[config.mk]
export PLATFORM = sky130hd
export DESIGN_NAME = bip_control
export DESIGN_NICKNAME = d
export VERILOG_FILES = /design/src/rtl/bip_control.sv
export SDC_FILE = /design/constraint.sdc
export NUM_CORES = 1
export LEC_CHECK = 0
export CORE_UTILIZATION = 36
export CTS_CLUSTER_SIZE = 12
export DETAILED_ROUTE_END_ITERATION = 8
export PLACE_DENSITY = 0.95
export SLEW_MARGIN = 20
export SYNTH_ARGS = -nofsm -noshare
export SYNTH_HDL_FRONTEND = slang
export SYNTH_SLANG_ARGS = --single-unit
[constraint.sdc]
create_clock -name i_clk -period 2.1 [get_ports i_clk]
set_input_delay 0.525 -clock i_clk [delete_from_list [all_inputs] [get_ports i_clk]]
set_output_delay 0.525 -clock i_clk [all_outputs]
set_load 0.01 [all_outputs]
[src/rtl/bip_control.sv]
// BIP-I control unit: program counter plus combinational instruction decode.
// Optional sticky halt behaviour is enabled by defining BIP_CTRL_HALT_LATCH_EN.
module bip_control #(
    parameter int PC_W  = 11,
    parameter int OPC_W = 5
) (
    input  logic                  i_clk,
    input  logic                  i_rst,
    input  logic [OPC_W+PC_W-1:0] i_instdata,
    output logic [PC_W-1:0]       o_addr_pm,
    output logic [PC_W-1:0]       o_operand,
    output logic [1:0]            o_selA,
    output logic                  o_selB,
    output logic                  o_wrAcc,
    output logic                  o_op,
    output logic                  o_wrRam,
    output logic                  o_rdRam
);

    localparam logic [OPC_W-1:0] OPC_HLT  = 5'd0;
    localparam logic [OPC_W-1:0] OPC_STO  = 5'd1;
    localparam logic [OPC_W-1:0] OPC_LD   = 5'd2;
    localparam logic [OPC_W-1:0] OPC_LDI  = 5'd3;
    localparam logic [OPC_W-1:0] OPC_ADD  = 5'd4;
    localparam logic [OPC_W-1:0] OPC_ADDI = 5'd5;
    localparam logic [OPC_W-1:0] OPC_SUB  = 5'd6;
    localparam logic [OPC_W-1:0] OPC_SUBI = 5'd7;

    logic [OPC_W-1:0] opcode_s;
    logic [PC_W-1:0]  pc_r;
    logic             frozen_s;

    assign opcode_s  = i_instdata[OPC_W+PC_W-1:PC_W];
    assign o_operand = i_instdata[PC_W-1:0];
    assign o_addr_pm = pc_r;

`ifdef BIP_CTRL_HALT_LATCH_EN
    logic halt_r;

    // Sticky halt flag: set by decoding HLT, cleared only by reset
    always_ff @(posedge i_clk or negedge i_rst) begin
        if (!i_rst) begin
            halt_r <= 1'b0;
        end else if (opcode_s == OPC_HLT) begin
            halt_r <= 1'b1;
        end else begin
            halt_r <= halt_r;
        end
    end

    assign frozen_s = halt_r;
`else
    assign frozen_s = 1'b0;
`endif

    // Program counter: advances every edge, wraps silently, holds on HLT
    always_ff @(posedge i_clk or negedge i_rst) begin
        if (!i_rst) begin
            pc_r <= {PC_W{1'b0}};
        end else if (frozen_s || (opcode_s == OPC_HLT)) begin
            pc_r <= pc_r;
        end else begin
            pc_r <= pc_r + {{(PC_W-1){1'b0}}, 1'b1};
        end
    end

    // Combinational decode of the current word into datapath controls
    always_comb begin
        o_selA  = 2'b00;
        o_selB  = 1'b0;
        o_wrAcc = 1'b0;
        o_op    = 1'b0;
        o_wrRam = 1'b0;
        o_rdRam = 1'b0;
        if (!i_rst || frozen_s) begin
            o_selA  = 2'b00;
            o_wrAcc = 1'b0;
        end else begin
            case (opcode_s)
                OPC_HLT: begin
                    o_wrAcc = 1'b0;
                end
                OPC_STO: begin
                    o_wrRam = 1'b1;
                end
                OPC_LD: begin
                    o_rdRam = 1'b1;
                    o_selA  = 2'b00;
                    o_wrAcc = 1'b1;
                end
                OPC_LDI: begin
                    o_selA  = 2'b01;
                    o_wrAcc = 1'b1;
                end
                OPC_ADD: begin
                    o_rdRam = 1'b1;
                    o_selA  = 2'b10;
                    o_wrAcc = 1'b1;
                end
                OPC_ADDI: begin
                    o_selA  = 2'b10;
                    o_selB  = 1'b1;
                    o_wrAcc = 1'b1;
                end
                OPC_SUB: begin
                    o_rdRam = 1'b1;
                    o_selA  = 2'b10;
                    o_op    = 1'b1;
                    o_wrAcc = 1'b1;
                end
                OPC_SUBI: begin
                    o_selA  = 2'b10;
                    o_selB  = 1'b1;
                    o_op    = 1'b1;
                    o_wrAcc = 1'b1;
                end
                default: begin
                    // Unassigned opcodes behave as NOP
                    o_wrAcc = 1'b0;
                end
            endcase
        end
    end

endmodule

==> results of run 1 <==
repair_timing:
| action | CTS | global route |
|---|---|---|
| gates resized for setup | 32 | 3 |
| endpoints found under the setup margin | 7 | 9 |
| buffers inserted | 0 | 0 |
| pin swaps | 1 | 1 |
per-layer routing:
metal	global-route usage (%)	routed length (um)
met1	18.2	535
met3	4.90	86
met2	28.2	745
met5	0	0
met4	7.27	4
final cells by class:
class	instances	area share (%)
Sequential cell	11	31.7
Clock buffer	3	2.59
Clock inverter	1	0.576
Multi-Input combinational cell	38	33.3
Tap cell	16	2.31
Timing Repair Buffer	29	29.5
worst max-delay path, stage by stage:
cell             delay, ns
dlygate4sd2_1         0.25
nor3b_2               0.15
buf_4                 0.15
and3_2                0.20
clkdlybuf4s15_2       0.22
placed cells by master (no fill, tap or decap):
master / netlist / routed
buf_2: 0 / 5
or4_4: 1 / 1
xnor2_1: 5 / 5
nor2_1: 4 / 4
dlymetal6s2s_1: 0 / 2
xor2_1: 5 / 5
nor2b_1: 1 / 1
clkdlybuf4s50_1: 0 / 12
or2_1: 1 / 1
clkdlybuf4s15_2: 0 / 1
o211ai_1: 2 / 2
and4_1: 2 / 2
and2_2: 1 / 1
buf_4: 11 / 5
clkinv_2: 0 / 1
nand2_1: 4 / 3
nand4_1: 4 / 4
nand2_2: 0 / 1
and3_2: 2 / 2
dfrtp_1: 11 / 11
nor3_1: 1 / 1
clkdlybuf4s15_1: 0 / 2
ha_1: 1 / 1
dlygate4sd2_1: 0 / 2
nor3b_2: 0 / 2
o21a_1: 1 / 1
mux2_4: 1 / 1
clkbuf_4: 0 / 3
worst max path at each step:
stage	slack (ns)	endpoint	cells past startpoint
6_report	0.09	o_selB	5
5_1_grt	0.01	o_rdRam	6
4_1_cts	0.004	o_addr_pm[1]$_DFFE_PN0P_	4
3_5_place_dp	-0.58	o_wrRam	6
3_3_place_gp	-0.56	o_selA[0]	6
2_1_floorplan	0.27	o_rdRam	3
power groups by stage:
stage	registers (mW)	logic, mW	clock network, mW
2_1_floorplan	0.408	0.161	0
3_3_place_gp	0.388	0.353	0
3_5_place_dp	0.393	0.364	0
4_1_cts	0.389	0.364	0.144
5_1_grt	0.406	0.392	0.162
6_report	0.391	0.359	0.140
cells by family (layout without fill, tap and decap cells):
| family | Yosys count | in the layout | share of synthesized area, % |
|---|---|---|---|
| AOI/OAI and AO/OA | 3 | 3 | 3.52 |
| xor gates and xnor gates | 10 | 10 | 13.7 |
| adders and majority gates | 1 | 1 | 1.96 |
| buffers and inverters | 12 | 33 | 13.7 |
| DFF | 11 | 11 | 43.1 |
| muxes | 1 | 1 | 2.35 |
| and+or+nand+nor | 23 | 23 | 21.7 |
metrics by stage:
step	std cells	setup WS [ns]	util, %	TNS, ns	instance area (um2)
2_1_floorplan	61	0.267	-	0	639
3_3_place_gp	94	-0.564	53.9	-4.77	850
3_5_place_dp	94	-0.581	53.9	-5.45	850
4_1_cts	98	0.00400	54.7	0	862
5_1_grt	98	0.0143	55.1	0	868
6_report	98	0.0898	55.1	0	868
==> reports/summary.txt, run 1 <==
outcome: finished, final reports clean
CTS Sinks: 11
Max Cap Violations: 0
clock share of power: 15.7%
Cell variety after synth: 20
All-Layer GR Usage: 16.2%
Final HPWL DP: 1.07 mm
vias in the first global route: 501
Antenna Nets Post-Route: 0
drt total wl: 1.37 mm
Design Power: 0.890 mW
cell area after technology mapping: 639 um2
area of the die: 0.00195 mm2
DRT iter0 DRCs: 10
RSZ-0062 raised after global routing: false
Seq/Total Area, Yosys: 43.1%
PortBufs: 24
worst-skew pair later-pin latency: 0.26 ns
Least-Margin Pin Slew: 0.326 ns
clock root buffer: clkbuf_4
standard-cell row count: 14
CTS Buffer Depth: 2
area delta synth->final: 35.8%
initial antenna violation count: 0
first-pass GRT wire length: 2.23 mm
largest net degree at the start of global routing: 12
register area: 275 um2
switching share of power: 34.1%
period utilization: 95.7%
Fill cells: 137
internal power: 0.586 mW
cts bufs inserted: 3
Slew headroom: 78.2%
sequential share of power: 43.9%
synthesis-stage register bit count: 11
final hold violations: 0
Diodes inserted: 0
Routability Congestion: 0.797
Critical Path RT: 1.57 ns
via count: 489
FF-to-FF path depth: 5
CP Launch Point: i_rst
maximum clock rate: 497 MHz
multi-input logic area: 289 um2
Die X: 44.1 um
Critical Path End Type: output pin
Leak: 0.418 nW
die height: 44.1 um
Fin Clk Skew: 0.00465 ns
CP Data Arrival Time: 1.49 ns
Critical Path Fanout Max: 5
Async S/R FF share, synth: 100%
TritonRoute pass-1 iters: 6
Mapped Cells: 61
Combinational Power Share: 40.4%
worst vdd ir: 0.593 mV
r2r startpoint: o_addr_pm[0]$_DFFE_PN0P_
R2R Setup Slk: 0.69 ns
Setup CP Type: in -> out
Post-route DRC: 0
post-layout min period: 2.01 ns
max-slew violation count: 0
power density over the cells: 1020 mW/mm2
Yosys top cell area share: 43.1%
number of flops mapped to enable cells by yosys: 0
Post-CTS Hold Buffers: 0
# H-tree levels: 1
commonest register cell after synthesis: dfrtp_1
Initial Util: 40.6%
grt ovf: 0
# setup viols final: 0
startpoint types: primary input
clk slew on worst S/H paths: 0.07 ns
cell accounting for the most synthesized area: dfrtp_1
Mapped Avg Cell Area: 10.5 um2
Final nets: 102
share of cells above drive strength 1: 28.0%
CORE AREA: 0.00158 mm2
Area contributors post-synth: dfrtp_1 43%, buf_4 13%, xnor2_1 6.8%
Yosys Warn Count: 0
Hold Slack: 0.330 ns
Hold Crit Class: in -> async
drt wl/cell: 14.0 um
Mapped Nets: 80
Synth top cells by count: 11 x buf_4, 11 x dfrtp_1, 5 x xnor2_1, 5 x xor2_1
routed vias/inst: 4.99
io pins: 47
switching power: 0.304 mW
max reg flops: 11
CTS tree: built
worst r2r dst: o_addr_pm[8]$_DFFE_PN0P_
Power figures use the tool's default switching activity.
==> inputs of run 2 (changes only) <==
--- a/config.mk
+++ b/config.mk
@@ -5,10 +5,12 @@
 export SDC_FILE = /design/constraint.sdc
 export NUM_CORES = 1
 export LEC_CHECK = 0
+export CAP_MARGIN = 10
 export CORE_UTILIZATION = 36
 export CTS_CLUSTER_SIZE = 12
 export DETAILED_ROUTE_END_ITERATION = 8
 export PLACE_DENSITY = 0.95
+export REMOVE_ABC_BUFFERS = 1
 export SLEW_MARGIN = 20
 export SYNTH_ARGS = -nofsm -noshare
 export SYNTH_HDL_FRONTEND = slang
==> reports/summary.txt, run 2 (synthesis gave the netlist of run 1 again) <==
outcome: finished with violations (was finished, final reports clean)
failing checks: DRC
Final HPWL DP: 1.12 mm (was 1.07 mm)
CORE AREA: 0.00158 mm2 (unchanged)
Die X: 44.1 um (unchanged)
standard-cell row count: 14 (unchanged)
cts bufs inserted: 3 (unchanged)
Critical Path Fanout Max: 5 (unchanged)
Setup CP Type: in -> out (unchanged)
worst path cell trace: dlygate4sd2_1 > nor3b_2 > buf_4 > and3_2 > dlygate4sd2_1 (was dlygate4sd2_1 > nor3b_2 > buf_4 > and3_2 > clkdlybuf4s15_2)
worst vdd ir: 0.569 mV (was 0.593 mV)
fin worst setup slack: 0.0265 ns (was 0.0898 ns)
Area after DPL: 857 um2 (was 850 um2)
Hold Slack: 0.332 ns (was 0.330 ns)
cell mode on critical path: dlygate4sd2_1
setup slack at placement: -0.636 ns (was -0.581 ns)
share of cells above drive strength 1: 26.5% (was 28.0%)
max reg flops: 11 (unchanged)
TritonRoute pass-1 iters: 7 (was 6)
Max Cap Violations: 0 (unchanged)
CTS Sinks: 11 (unchanged)
Post-route DRC: 2 (was 0)
WP buf/inv: 3 (unchanged)
Hold Crit Class: in -> async (unchanged)
Leak: 0.434 nW (was 0.418 nW)
Final nets: 103 (was 102)
Slew headroom: 79.6% (was 78.2%)
# setup viols final: 0 (unchanged)
io pins: 47 (unchanged)
cell family with most CP delay: buffers and inverters (unchanged)
PortBufs: 24 (unchanged)
worst-skew pair later-pin latency: 0.27 ns (was 0.26 ns)
Post-CTS Setup Inserts: 0 (unchanged)
CTS Buffer Depth: 2 (unchanged)
CTS tree: built (unchanged)
maximum clock rate: 482 MHz (was 497 MHz)
drt wl/cell: 15.3 um (was 14.0 um)
DRT iter0 DRCs: 5 (was 10)
Final Instance Area: 878 um2 (was 868 um2)
power density over the cells: 1030 mW/mm2 (was 1020 mW/mm2)
Crit-path slowest cell: dlygate4sd2_1 (unchanged)
clk slew on worst S/H paths: 0.08 ns (was 0.07 ns)
utilization after layout: 55.7% (was 55.1%)
die height: 44.1 um (unchanged)
R2R Setup Slk: 0.69 ns (about the same)
max-slew violation count: 0 (unchanged)
Setup TNS: 0 ns (unchanged)
Least-Margin Pin Slew: 0.305 ns (was 0.326 ns)
area of the die: 0.00195 mm2 (unchanged)
Initial Util: 40.6% (unchanged)
# H-tree levels: 1 (unchanged)
drt total wl: 1.52 mm (was 1.37 mm)
Diodes inserted: 0 (unchanged)
CP Data Arrival Time: 1.55 ns (was 1.49 ns)
Critical Path End Type: output pin (unchanged)
initial antenna violation count: 0 (unchanged)
period utilization: 98.7% (was 95.7%)
Fin Clk Skew: 0.00551 ns (was 0.00465 ns)
vias in the first global route: 505 (was 501)
final hold violations: 0 (unchanged)
startpoint types: primary input (unchanged)
grt ovf: 0 (unchanged)
Routability Congestion: 0.802 (was 0.797)
Antenna Nets Post-Route: 0 (unchanged)
clock root buffer: clkbuf_4 (unchanged)
Fill cells: 151 (was 137)
post-layout min period: 2.07 ns (was 2.01 ns)
All-Layer GR Usage: 17.1% (was 16.2%)
via count: 524 (was 489)
multi-input logic area: 294 um2 (was 289 um2)
Critical Path RT: 1.57 ns (about the same)
register area: 275 um2 (unchanged)
largest net degree at the start of global routing: 12 (unchanged)
Crit path largest cell delay: 0.28 ns (was 0.25 ns)
routed vias/inst: 5.29 (was 4.99)
first-pass GRT wire length: 2.37 mm (was 2.23 mm)
area delta synth->final: 37.4% (was 35.8%)
most frequent cells in the layout: 11 x dfrtp_1, 11 x clkdlybuf4s50_1, 7 x dlygate4sd2_1 (was 12 x clkdlybuf4s50_1, 11 x dfrtp_1)
run 2: worst paths after layout:
path	from	to	cells after the start
setup / recovery	i_rst	o_selB	5
hold / removal	i_rst	o_addr_pm[0]$_DFFE_PN0P_	2
setup reg to reg	o_addr_pm[0]$_DFFE_PN0P_	o_addr_pm[8]$_DFFE_PN0P_	5
hold reg to reg	o_addr_pm[10]$_DFFE_PN0P_	o_addr_pm[10]$_DFFE_PN0P_	1
max in group asynchronous	i_rst	o_addr_pm[10]$_DFFE_PN0P_	2
min in group i_clk	o_addr_pm[10]$_DFFE_PN0P_	o_addr_pm[10]$_DFFE_PN0P_	1
run 2: report_power, final:
part	internal [mW]	leakage (nW)	total, mW	switching (mW)
logic	0.230	0.277	0.363	0.132
clock network	0.0705	0.0177	0.146	0.0753
registers	0.286	0.140	0.393	0.107
total	0.587	0.434	0.901	0.315
run 2: final cells by class:
type                            count  area share, %
Clock buffer                        3           2.56
Clock inverter                      1          0.570
Multi-Input combinational cell     38           33.5
Sequential cell                    11           31.3
Tap cell                           16           2.28
Timing Repair Buffer               30           29.8
run 2: timing repair:
item / in CTS / in global routing
pin swaps: 0 / 1
setup endpoints to repair: 7 / 3
endpoints found under the hold margin: 0 / 0
gates cloned: 0 / 0
resized for setup: 24 / 5
hold buffers: 0 / 0
run 2: per-layer routing:
layer  up-vias  track usage, %  share of wire, %
met4         0            5.45              0.40
li1        242               -                 -
met5         -               0                 0
met1       249            19.5                42
met3         2            13.1                10
met2        31            24.7                48
run 2: metrics by stage:
step                      instances  total power, mW
after global routing             99            0.968
after CTS                        99            0.913
after floorplan                  49            0.547
after global placement           95            0.743
final                            99            0.901
after detailed placement         95            0.767
==> inputs of run 3 (changes only) <==
==> constraint.sdc (replaced) <==
create_clock -name i_clk -period 2.6 [get_ports i_clk]
set_input_delay 0.65 -clock i_clk [delete_from_list [all_inputs] [get_ports i_clk]]
set_output_delay 0.65 -clock i_clk [all_outputs]
set_load 0.005 [all_outputs]
==> reports/summary.txt, run 3 (synthesis gave the netlist of run 1 again) <==
outcome: finished with violations (unchanged)
failing checks: DRC (unchanged)
power density over the cells: 784 mW/mm2 (was 1030 mW/mm2)
vias in the first global route: 509 (was 505)
final hold violations: 0 (unchanged)
FF-to-FF path depth: 5 (unchanged)
PortBufs: 24 (unchanged)
drt wl/cell: 15.4 um (was 15.3 um)
initial antenna violation count: 0 (unchanged)
Critical Path End Type: output pin (unchanged)
first-pass GRT wire length: 2.45 mm (was 2.37 mm)
WP depth: 3 (was 5)
CTS Sinks: 11 (unchanged)
Crit path largest cell delay: 0.56 ns (was 0.28 ns)
cts bufs inserted: 3 (unchanged)
largest net degree at the start of global routing: 12 (unchanged)
cell family with most CP delay: buffers and inverters (unchanged)
Final nets: 102 (was 103)
worst path cell trace: clkdlybuf4s50_1 > and3_2 > clkdlybuf4s50_1 (was dlygate4sd2_1 > nor3b_2 > buf_4 > and3_2 > dlygate4sd2_1)
clock root buffer: clkbuf_4 (unchanged)
sequential share of power: 45.6% (was 43.6%)
Post-route DRC: 2 (unchanged)
drt total wl: 1.51 mm (was 1.52 mm)
DRT iter0 DRCs: 14 (was 5)
worst vdd ir: 0.578 mV (was 0.569 mV)
most common cell after layout, fill and taps aside: clkdlybuf4s50_1
area of the die: 0.00195 mm2 (unchanged)
most frequent cells in the layout: 15 x clkdlybuf4s50_1, 11 x dfrtp_1, 6 x dlygate4sd2_1 (was 11 x dfrtp_1, 11 x clkdlybuf4s50_1, 7 x dlygate4sd2_1)
clk slew on worst S/H paths: 0.07 ns (was 0.08 ns)
post-placement cell count: 93 (was 95)
All-Layer GR Usage: 18.0% (was 17.1%)
max-slew violation count: 0 (unchanged)
Crit-path slowest cell: clkdlybuf4s50_1 (was dlygate4sd2_1)
Slew headroom: 78.8% (was 79.6%)
Fin Clk Skew: 0.00556 ns (was 0.00551 ns)
Die X: 44.1 um (unchanged)
CORE AREA: 0.00158 mm2 (unchanged)
Post-CTS Hold Buffers: 0 (unchanged)
Least-Margin Pin Slew: 0.317 ns (was 0.305 ns)
Final HPWL DP: 1.18 mm (was 1.12 mm)
Critical Path Fanout Max: 5 (unchanged)
via count: 530 (was 524)
area delta synth->final: 38.0% (was 37.4%)
startpoint types: primary input (unchanged)
R2R Setup Slk: 1.19 ns (was 0.69 ns)
Leak: 0.416 nW (was 0.434 nW)
switching share of power: 31.2% (was 34.9%)
# setup viols final: 0 (unchanged)
grt ovf: 0 (unchanged)
Diodes inserted: 0 (unchanged)
Setup CP Type: in -> out (unchanged)
CTS tree: built (unchanged)
worst-skew pair later-pin latency: 0.26 ns (was 0.27 ns)
routed vias/inst: 5.41 (was 5.29)
Max Cap Violations: 0 (unchanged)
RSZ-0062 raised after global routing: false
Critical Path RT: 1.95 ns (was 1.57 ns)
WP buf/inv: 2 (was 3)
CP Data Arrival Time: 1.90 ns (was 1.55 ns)
TritonRoute pass-1 iters: 9 (was 7)
period utilization: 98.2%
setup slack at placement: -0.368 ns (was -0.636 ns)
maximum clock rate: 392 MHz
max reg flops: 11 (unchanged)
io pins: 47 (unchanged)
Antenna Nets Post-Route: 0 (unchanged)
Initial Util: 40.6% (unchanged)
clock share of power: 16.2% (about the same)
Layout Cells excl Fill: 98 (was 99)
internal power: 0.475 mW (was 0.587 mW)
die height: 44.1 um (unchanged)
Routability Congestion: 0.794 (was 0.802)
Combinational Power Share: 38.1% (was 40.2%)
switching power: 0.216 mW (was 0.315 mW)
standard-cell row count: 14 (unchanged)
Hold Crit Class: in -> async (unchanged)
cell mode on critical path: clkdlybuf4s50_1 (was dlygate4sd2_1)
CTS Buffer Depth: 2 (unchanged)
post-layout min period: 2.55 ns
fin worst setup slack: 0.0479 ns (was 0.0265 ns)
share of cells above drive strength 1: 19.5% (was 26.5%)
# H-tree levels: 1 (unchanged)
run 3: power groups by stage:
stage	clock network, mW	registers [mW]	logic [mW]
finish	0.112	0.315	0.264
global route	0.130	0.325	0.291
CTS	0.117	0.314	0.268
detailed placement	0	0.317	0.268
global placement	0	0.314	0.260
floorplan	0	0.307	0.112
run 3: through the flow:
step | area [um2] | hold WS, ns | total power, mW | utilization (%) | TNS [ns]
global placement | 842 | 0.455 | 0.574 | 53.4 | -1.64
detailed placement | 842 | 0.471 | 0.585 | 53.4 | -1.89
global route | 882 | 0.478 | 0.747 | 56.0 | 0
CTS | 880 | 0.467 | 0.700 | 55.8 | 0
floorplan | 552 | 0.354 | 0.420 | - | 0
finish | 882 | 0.453 | 0.691 | 56.0 | 0
run 3: repair_timing:
| item | CTS | global route |
|---|---|---|
| setup buffers | 1 | 0 |
| pin swaps | 0 | 1 |
| resized for setup | 13 | 1 |
| endpoints found under the setup margin | 7 | 1 |
run 3: cell type report:
cell class | count | area, um2
multi-input combinational | 38 | 287
sequential | 11 | 275
clock buffer | 4 | 26.3
fill | 140 | 694
tap | 16 | 20.0
timing repair buffer | 29 | 274
run 3: final timing paths:
check | endpoint | start
setup reg to reg | o_addr_pm[10]$_DFFE_PN0P_ | o_addr_pm[0]$_DFFE_PN0P_
hold / removal | o_addr_pm[9]$_DFFE_PN0P_ | i_rst
setup / recovery | o_op | i_instdata[12]
min in group i_clk | o_addr_pm[10]$_DFFE_PN0P_ | o_addr_pm[10]$_DFFE_PN0P_
max in group asynchronous | o_addr_pm[6]$_DFFE_PN0P_ | i_rst
hold reg to reg | o_addr_pm[10]$_DFFE_PN0P_ | o_addr_pm[10]$_DFFE_PN0P_
run 3: worst register-to-register path, stage by stage, from the launching register on:
cell and delay (ns):
dfrtp_1 0.44, ha_1 0.25, and4_1 0.21, o211ai_1 0.15, nor2_1 0.10, xor2_1 0.15
run 3: layer usage:
metal / up-vias / wire length (um) / GRT usage (%)
li1: 244 / - / -
met1: 248 / 612 / 20.5
met2: 36 / 726 / 26.8
met3: 2 / 168 / 11.8
met4: 0 / 6 / 7.27
met5: - / 0 / 0
